File: src/rtl/seq_restoring_divider_if.sv
// Start/busy/done handshake bundle between an issuing controller and the
// sequential restoring divider.
interface seq_restoring_divider_if #(
  parameter int SIZE = 15
);
  logic            start;
  logic [SIZE:0]   dividend;
  logic [SIZE:0]   divisor;
  logic            busy;
  logic            done;
  logic [SIZE:0]   quotient;
  logic [SIZE:0]   remainder;
  logic            div_by_zero;

  modport master (
    output start, dividend, divisor,
    input  busy, done, quotient, remainder, div_by_zero
  );

  modport slave (
    input  start, dividend, divisor,
    output busy, done, quotient, remainder, div_by_zero
  );
endinterface

File: src/rtl/seq_restoring_divider.sv
// Unsigned restoring divider, one quotient bit per clock. Each trial
// subtraction is an add of the inverted divisor with carry-in 1.
module seq_restoring_divider #(
  parameter int SIZE = 15
) (
  input  logic                   clk,
  input  logic                   rst_n,
  seq_restoring_divider_if.slave bus
);

  localparam int AW = SIZE + 2;
  localparam int CW = (SIZE > 0) ? $clog2(SIZE + 1) : 1;

  typedef enum logic [1:0] {IDLE, CALC, DONE} state_t;

  state_t          state;
  logic            busy_q;
  logic            done_q;
  logic            dbz_q;
  logic [SIZE:0]   quo_q;
  logic [SIZE:0]   rem_q;
  logic [CW-1:0]   cnt_q;

  logic [AW-1:0]   a_q;
  logic [SIZE:0]   q_q;
  logic [SIZE:0]   m_q;

  logic [AW-1:0]   a_sh;
  logic [SIZE:0]   q_sh;
  logic [AW:0]     trial;
  logic            no_borrow;
  logic [AW-1:0]   a_nx;
  logic [SIZE:0]   q_nx;
  logic            accept;

  // {carry_out, difference} of a - m computed as a + ~{0,m} + 1.
  function automatic logic [AW:0] trial_sub(input logic [AW-1:0] a,
                                            input logic [SIZE:0] m);
    return {1'b0, a} + {1'b0, ~{1'b0, m}} + (AW+1)'(1);
  endfunction

  // The cycle carrying the done pulse is treated as part of DONE, so a
  // start held across it is only taken on the following cycle.
  assign accept = (state == IDLE) && bus.start && !done_q;

  always_comb begin
    a_sh      = {a_q[AW-2:0], q_q[SIZE]};
    q_sh      = q_q << 1;
    trial     = trial_sub(a_sh, m_q);
    no_borrow = trial[AW];
    a_nx      = no_borrow ? trial[AW-1:0] : a_sh;
    q_nx      = {q_sh[SIZE:1], no_borrow};
  end

  always_ff @(posedge clk or negedge rst_n) begin
    if (!rst_n) begin
      state  <= IDLE;
      busy_q <= 1'b0;
      done_q <= 1'b0;
      dbz_q  <= 1'b0;
      quo_q  <= '0;
      rem_q  <= '0;
      cnt_q  <= '0;
    end else begin
      done_q <= 1'b0;
      case (state)
        IDLE: begin
          if (accept) begin
            if (bus.divisor == '0) begin
              state <= DONE;
              quo_q <= '1;
              rem_q <= bus.dividend;
              dbz_q <= 1'b1;
            end else begin
              state  <= CALC;
              busy_q <= 1'b1;
              cnt_q  <= CW'(SIZE);
            end
          end
        end
        CALC: begin
          if (cnt_q == '0) begin
            state  <= DONE;
            busy_q <= 1'b0;
            quo_q  <= q_nx;
            rem_q  <= a_nx[SIZE:0];
            dbz_q  <= 1'b0;
          end else begin
            cnt_q <= cnt_q - CW'(1);
          end
        end
        DONE: begin
          done_q <= 1'b1;
          state  <= IDLE;
        end
        default: state <= IDLE;
      endcase
    end
  end

  // Working registers carry data only; they are always reloaded on accept.
  always_ff @(posedge clk) begin
    if (accept) begin
      a_q <= '0;
      q_q <= bus.dividend;
      m_q <= bus.divisor;
    end else if (state == CALC) begin
      a_q <= a_nx;
      q_q <= q_nx;
    end
  end

  assign bus.busy        = busy_q;
  assign bus.done        = done_q;
  assign bus.quotient    = quo_q;
  assign bus.remainder   = rem_q;
  assign bus.div_by_zero = dbz_q;

endmodule

File: src/flat_wrapper.sv
// flat-port wrapper written by rule: the top's interface ports become plain ports
module seq_restoring_divider_flat 
#(
  parameter int SIZE = 15
)
  (clk, rst_n, bus_start, bus_dividend, bus_divisor, bus_busy, bus_done, bus_quotient, bus_remainder, bus_div_by_zero);
  seq_restoring_divider_if #(.SIZE(SIZE)) bus_i ();
  input  logic clk;
  input  logic rst_n;
  input wire logic [$bits(bus_i.start)-1:0] bus_start;
  input wire logic [$bits(bus_i.dividend)-1:0] bus_dividend;
  input wire logic [$bits(bus_i.divisor)-1:0] bus_divisor;
  output wire logic [$bits(bus_i.busy)-1:0] bus_busy;
  output wire logic [$bits(bus_i.done)-1:0] bus_done;
  output wire logic [$bits(bus_i.quotient)-1:0] bus_quotient;
  output wire logic [$bits(bus_i.remainder)-1:0] bus_remainder;
  output wire logic [$bits(bus_i.div_by_zero)-1:0] bus_div_by_zero;
  assign bus_i.start = bus_start;
  assign bus_i.dividend = bus_dividend;
  assign bus_i.divisor = bus_divisor;
  assign bus_busy = bus_i.busy;
  assign bus_done = bus_i.done;
  assign bus_quotient = bus_i.quotient;
  assign bus_remainder = bus_i.remainder;
  assign bus_div_by_zero = bus_i.div_by_zero;
  seq_restoring_divider #(.SIZE(SIZE)) u_core (.clk(clk), .rst_n(rst_n), .bus(bus_i));
endmodule
File: config.mk
export PLATFORM = sky130hd
export DESIGN_NAME = seq_restoring_divider_flat
export DESIGN_NICKNAME = d
export VERILOG_FILES = /design/src/rtl/seq_restoring_divider_if.sv /design/src/rtl/seq_restoring_divider.sv /design/src/flat_wrapper.sv
export SDC_FILE = /design/constraint.sdc
export NUM_CORES = 1
export LEC_CHECK = 0
export BUFFER_PORTS_ARGS = -buffer_cell sky130_fd_sc_hd__buf_2
export CAP_MARGIN = 25
export CELL_PAD_IN_SITES_DETAIL_PLACEMENT = 2
export CELL_PAD_IN_SITES_GLOBAL_PLACEMENT = 2
export CORE_ASPECT_RATIO = 1.4
export CORE_MARGIN = 3
export CORE_UTILIZATION = 25
export CTS_CLUSTER_SIZE = 14
export DETAILED_ROUTE_END_ITERATION = 10
export PLACE_DENSITY = 0.68
export RECOVER_POWER = 25
export SLEW_MARGIN = 20
export SYNTH_ARGS = -nofsm -noshare
export SYNTH_HDL_FRONTEND = slang
export SYNTH_SLANG_ARGS = --single-unit
File: constraint.sdc
create_clock -name clk -period 6.4 [get_ports clk]
set_clock_uncertainty 0.1 [all_clocks]
set_input_delay 0.32 -clock clk [delete_from_list [all_inputs] [get_ports clk]]
set_output_delay 0.32 -clock clk [all_outputs]
set_load 0.01 [all_outputs]
==> impl_metrics.py, run 1 <==
metrics = {
    "outcome": {
        "status": "complete, but fails checks",
        "violations": "max-capacitance violations",
    },
    "global_routing": {
        "antenna_found_initial": 0,
        "grt_use_met1_pct": 18.11,
        "met3_usage_pct": 2.218,
        "grt_pass1_vias": 4438,
        "grt.busiest_layer": "met2",
        "grt.met2_usage_pct": 27.57,
        "grt_usage_pct": 15.32,
        "grt_max_degree": 42,
        "grt_pass1_wl_um": 24490,
        "overflow": 0,
    },
    "pwr": {
        "p_leak_nw": 2.420,
        "ir_drop_uv": 154.6,
        "power_mw": 3.250,
        "power_density_nw_per_um2": 581.6,
    },
    "layout": {
        "finish.utilization_pct": 30.68,
        "diodes": 0,
        "fin_area_um2": 5588,
        "nNetsFinal": 613,
        "area_delta_synth_final_pct": 18.71,
        "fill_cells": 2039,
        "drive_gt1_share_pct": 15.58,
        "finalNonFillerCells": 805,
    },
    "logic_synthesis": {
        "yosysWarnings": 0,
        "async_flop_share_pct": 46.07,
        "synth_edf_count": 32,
        "synth_top_area_share_pct": 21.80,
        "yosys.area.top_type": "dfrtp_1",
        "avgSynthCellArea_um2": 9.395,
        "synthFlopType": "dfrtp_1",
        "syn_nets": 554,
        "ys_types": 56,
        "yosysMostFrequentCell": "nand2_1",
        "ys_seq_elements": 89,
        "netlist_top_cells_area": "dfrtp_1 (22%), edfxtp_1 (20%), nand2_1 (7.1%)",
        "synth_cells": 501,
        "ys_seq_area_share_pct": 49.02,
        "yosys-top-cells-count": "nand2_1 (89), o21ai_0 (48), dfrtp_1 (41)",
        "synth_area_um2": 4707,
    },
    "critical_path": {
        "worstPathArrival_ns": 3.44,
        "crit_path_max_incr_delay_ns": 0.63,
        "slowest_stage": "or3_1",
        "crit_family": "simple AND/OR/NAND/NOR gates",
        "r2r_slack_ns": 3.08,
        "rr_startpoint": "u_core.m_q[11]$_DFFE_PP_",
        "required_ns": 6.52,
        "cp.buffers_inverters": 1,
        "reg2reg_to": "u_core.bus.remainder[12]$_DFFE_PN0P_",
        "critical_path_class": "flip-flop to flip-flop",
        "critPathLaunchType": "flip-flop",
        "rr_worst_depth": 8,
        "cp_max_fo": 15,
        "end_kind": "flip-flop",
        "crit_start": "u_core.m_q[11]$_DFFE_PP_",
        "path_cells": "inv_1 -> ha_1 -> nand4_2 -> or4_1 -> a21oi_2 -> or3_1 -> mux2i_1 -> o21ai_0",
    },
    "clock_network": {
        "cts_max_level": 3,
        "clk_pin_slew_worst_paths_ns": 0.07,
        "holdBufCountCts": 0,
        "cts_tree": "built",
        "post_cts_buffers": 0,
        "clk_latency_ns": 0.36,
        "cts.sinks": 89,
        "clock-root-buffer": "clkbuf_16",
        "cts_resized": 0,
        "cts_made_buffers": 9,
        "clockBufferDepth": 2,
    },
    "timing": {
        "rsz0062_at_grt": "false",
        "relSlewSlack_pct": 0.4401,
        "setup_slack_ns": 3.080,
        "fmax_mhz": 301.2,
        "hold_viol_final": 0,
        "period_minus_slack_ns": 3.320,
        "worst_pin_slew_ns": 1.493,
        "post-route-period-util_pct": 51.88,
        "whs_ns": 0.05362,
        "finalSetupTns_ns": 0,
        "final-setup-viol-count": 0,
        "drv_slew": 0,
    },
    "floorplanning": {
        "die_w_um": 122.0,
        "io_pins": 70,
        "core_um2": 18220,
        "start_util_pct": 25.84,
        "die_area_um2": 20530,
        "die_h_um": 168.4,
        "num_rows": 58,
    },
    "hold_path": {
        "hold_depth": 1,
        "min_from": "bus_divisor[9]",
        "hold_path_class": "input pin to flip-flop",
        "min_to": "u_core.m_q[9]$_DFFE_PP_",
    },
    "run": {
        "drv_cap": 1,
    },
    "place": {
        "place_congestion": 0.8681,
        "dpl_worst_slack_ns": 2.543,
        "placed_area_um2": 5255,
        "port-buffer-count": 69,
        "place_inst": 787,
        "dp_hpwl_um": 11760,
    },
    "routing": {
        "ant_nets": 0,
        "drt-initial-drc-count": 190,
        "wl_per_cell_um": 18.82,
        "wl_um": 15150,
        "first_pass_iters": 4,
        "drc": 0,
        "vias": 4066,
        "viasPerCell": 5.051,
    },
}
## cell usage in the layout, fill, tap and decap left out, types with 5 or more instances in the layout
cell type	n
o221ai_1	8
nand3_1	21
xnor2_1	8
buf_2	58
clkbuf_1	12
nand2b_1	8
a32oi_1	5
dfrtp_1	41
ha_1	17
mux2i_1	9
o21ai_0	48
a22oi_1	11
a211oi_1	5
nor3_1	7
nand4_1	6
nand2_1	89
nor2_1	31
inv_1	26
clkbuf_16	9
nor4_1	6
a21o_1	7
edfxtp_1	32
a21oi_1	18
dfxtp_1	16
## registers in the layout (all words and copies together), names as in the netlist
name and count:
u_core.a_q 16, u_core.bus.busy 1, u_core.bus.div_by_zero 1, u_core.bus.done 1
u_core.bus.quotient 16, u_core.bus.remainder 16, u_core.cnt_q 4, u_core.m_q 16
u_core.q_q 16, u_core.state 2
## area by class of cell
type / count / area (µm²) / share of cell area, %
clock inverter: 7 / 106.4 / 1.903
sequential: 89 / 2307 / 41.29
inverter: 26 / 97.59 / 1.747
multi-input combinational: 359 / 2176 / 38.94
tap: 240 / 300.3 / 5.374
clock buffer: 9 / 225.2 / 4.030
timing repair buffer: 75 / 375.4 / 6.717
## per-layer routing
metal / vias to the layer above / share of wire [%]
met1: 2026 / 42
met5: - / 0
met3: 18 / 3.1
met4: 0 / 2.6
met2: 84 / 52
li1: 1938 / -
## where the power goes
group | leakage, nW | total (mW) | switching [mW] | internal [mW]
sequential | 0.926 | 1.07 | 0.186 | 0.883
combinational | 1.33 | 1.58 | 0.994 | 0.583
clock | 0.163 | 0.602 | 0.252 | 0.351
total | 2.42 | 3.25 | 1.43 | 1.82
## worst max path at each step
stage	end	cells after the start
6_report	u_core.bus.remainder[12]$_DFFE_PN0P_	8
5_1_grt	u_core.bus.remainder[12]$_DFFE_PN0P_	8
4_1_cts	u_core.bus.remainder[13]$_DFFE_PN0P_	7
3_5_place_dp	u_core.bus.remainder[13]$_DFFE_PN0P_	7
3_3_place_gp	u_core.bus.remainder[14]$_DFFE_PN0P_	7
2_1_floorplan	u_core.bus.remainder[6]$_DFFE_PN0P_	11
## logic make-up after synthesis
group,count (synthesis),synth area share (%)
AND/OR/NAND/NOR,185,17.92
AO/OA/AOI/OAI,135,19.01
flip-flops,89,49.02
buffers and inverters,53,4.785
adder cells (fa/ha/maj),18,4.944
multiplexers,11,2.472
XOR/XNOR,10,1.861
Note: power is estimated with default switching activity, not from simulation.
==> inputs of run 2 (changes only) <==
Settings changed: ABC_AREA from default to 1, PLACE_DENSITY 0.68 to 0.72.
Clock period 6.4 ns to 2.65 ns, I/O delays scaled along.
==> run 2 against run 1 <==
Compared with the run above:
- the run ends with negative hold slack left
- clock power increased by 110%
- critical path depth grew 5
- first-iteration DRC count down 7.9%
- final cell count up 17%
- largest cell class unchanged
==> impl_metrics.py, run 2 <==
metrics = {
    "timing": {
        "final-setup-viol-count": 0,
        "post-route-period-util_pct": 87.25,
        "finalSetupTns_ns": 0,
        "whs_ns": -0.001095,
        "fmax_mhz": 432.5,
        "hold_viol_final": 1,
        "worst_pin_slew_ns": 0.8153,
        "relSlewSlack_pct": 45.65,
        "rsz0062_at_grt": "false",
        "period_minus_slack_ns": 2.312,
        "drv_slew": 0,
    },
    "logic_synthesis": {
        "synth_edf_count": 32,
        "synth-simple-area-share_pct": 27.24,
        "synth_compound_area_share_pct": 9.690,
        "yosys-top-cells-count": "nand2_1 (164), inv_1 (81), nor2_1 (48)",
        "yosys.area.top_type": "dfrtp_1",
        "synth_top_area_share_pct": 21.19,
        "ys_types": 37,
        "synth_fa_ha_area_share_pct": 4.806,
        "synthFlopType": "dfrtp_1",
        "synth-xor-area-share_pct": 1.447,
        "synth_top_family_by_area": "simple AND/OR/NAND/NOR gates",
        "syn_nets": 653,
        "ys_seq_elements": 89,
        "netlist_top_cells_area": "dfrtp_1 (21%), edfxtp_1 (20%), nand2_1 (13%)",
        "synthMuxAreaShare_pct": 0,
        "yosysWarnings": 0,
        "ys_seq_area_share_pct": 47.65,
        "synth_cells": 600,
        "yosysMostFrequentCell": "nand2_1",
        "async_flop_share_pct": 46.07,
        "synth_area_um2": 4842,
        "avgSynthCellArea_um2": 8.070,
    },
    "floorplanning": {
        "die_h_um": 170.7,
        "die_w_um": 123.6,
        "start_util_pct": 25.72,
        "core_um2": 18820,
        "num_rows": 59,
        "die_area_um2": 21100,
        "io_pins": 70,
    },
    "global_routing": {
        "antenna_found_initial": 0,
        "grt_max_degree": 42,
        "overflow": 0,
        "grt_pass1_vias": 4878,
        "grt_usage_pct": 15.19,
        "grt_pass1_wl_um": 25050,
    },
    "run": {
        "drv_cap": 0,
    },
    "routing": {
        "wl_per_cell_um": 16.05,
        "first_pass_iters": 4,
        "ant_nets": 0,
        "viasPerCell": 4.550,
        "drc": 0,
        "drt-initial-drc-count": 175,
        "wl_um": 15150,
        "vias": 4295,
    },
    "critical_path": {
        "rr_startpoint": "u_core.q_q[15]$_DFFE_PP_",
        "rr_worst_depth": 13,
        "crit_start": "u_core.q_q[15]$_DFFE_PP_",
        "required_ns": 2.79,
        "worstPathArrival_ns": 2.45,
        "critPathLaunchType": "flip-flop",
        "cp_max_fo": 4,
        "critical_path_class": "flip-flop to flip-flop",
        "end_kind": "flip-flop",
    },
    "pwr": {
        "pwr-share-comb_pct": 54.1,
        "pwr-share-seq_pct": 30.7,
        "power_mw": 8.307,
        "ir_drop_uv": 307.3,
        "power_density_nw_per_um2": 1392,
        "p_int_mw": 4.364,
        "switching_share_pct": 47.46,
        "p_clk_share_pct": 15.2,
        "p_leak_nw": 2.938,
        "power_switching_mw": 3.943,
    },
    "clock_network": {
        "clk_pin_slew_worst_paths_ns": 0.07,
        "clk_latency_ns": 0.35,
        "clock-root-buffer": "clkbuf_16",
        "cts_tree": "built",
        "cts.sinks": 89,
        "cts_made_buffers": 9,
        "clockBufferDepth": 2,
        "post_cts_buffers": 0,
        "cts_max_level": 3,
    },
    "layout": {
        "diodes": 0,
        "drive_gt1_share_pct": 17.29,
        "layout_commonest_cell": "nand2_1",
        "nNetsFinal": 748,
        "layout_common_cells": "nand2_1 (164), inv_1 (81), buf_2 (54)",
        "area_delta_synth_final_pct": 23.23,
    },
    "outcome": {
        "violations": "negative hold slack",
        "status": "complete, but fails checks",
    },
    "hold_path": {
        "min_from": "bus_dividend[5]",
        "hold_path_class": "input pin to flip-flop",
        "hold_depth": 3,
    },
    "place": {
        "place_congestion": 0.7848,
        "dp_hpwl_um": 11860,
        "port-buffer-count": 69,
    },
}
[run 2: final timing paths]
kind | end | slack (ns)
max in group asynchronous | u_core.bus.remainder[12]$_DFFE_PN0P_ | 1.02
worst min register to register | u_core.bus.div_by_zero$_DFFE_PN0P_ | 0.38
min in group asynchronous | u_core.bus.quotient[4]$_DFFE_PN0P_ | 0.21
worst min-delay path | u_core.bus.remainder[5]$_DFFE_PN0P_ | -0.001
worst max-delay path | u_core.bus.remainder[14]$_DFFE_PN0P_ | 0.34
worst max register to register | u_core.bus.remainder[14]$_DFFE_PN0P_ | 0.34
[run 2: layout make-up]
type	instances	area, µm²
sequential	89	2307
clock buffer	9	225.2
timing repair buffer	102	644.4
tap	244	305.3
clock inverter	7	58.81
multi-input combinational	404	2091
fill	2195	12860
inverter	89	335.3
[run 2: through the flow]
stage | hold WS (ns) | worst slack [ns] | utilization [%] | instance area [µm²] | cells
after floorplan | -0.2631 | 0.6004 | - | 4842 | 600
after global routing | 0.01026 | 0.08892 | 31.70 | 5967 | 944
after CTS | 0.002399 | 0.2942 | 31.77 | 5981 | 943
after detailed placement | 0.2290 | 0.3022 | 28.99 | 5456 | 903
final | -0.001095 | 0.3378 | 31.70 | 5967 | 944
after global placement | 0.2281 | 0.3671 | 28.99 | 5456 | 903
[run 2: repair_timing]
action | in CTS | in global routing
gates resized for setup | 0 | 0
hold buffers | 24 | 0
endpoints found under the hold margin | 65 | 0
[run 2: per-layer routing]
metal / vias to the layer above / routed length (µm) / GRT usage (%)
li1: 2106 / - / -
met1: 2107 / 6113 / 17.31
met2: 61 / 8313 / 28.70
met3: 21 / 343 / 1.885
met4: 0 / 380 / 5.060
met5: - / 0 / 0
[run 2: kinds of logic after synthesis]
group,after synthesis
and+or+nand+nor,293
buffers and inverters,107
DFF,89
AOI/OAI and AO/OA,85
adders and majority gates,18
xor gates and xnor gates,8
[run 2: critical path: stages, from the launching register on]
cell and delay [ns]:
edfxtp_1 0.34, inv_1 0.09, ha_1 0.22, fa_1 0.41, inv_1 0.11, nand3_1 0.08, nand3_1 0.18, nand2_1 0.08
nand2_1 0.11, nand2_1 0.11, nand3_1 0.13, nand3_2 0.09, nand3_1 0.10, nand2_1 0.06
[run 2: power groups by stage]
stage               combinational [mW]  clock (mW)  sequential [mW]
detailed placement                4.54           0             2.58
floorplan                         3.13           0             2.56
CTS                               4.61        1.29             2.56
global placement                  4.29           0             2.53
global route                      5.17        1.36             2.62
finish                            4.50        1.26             2.55
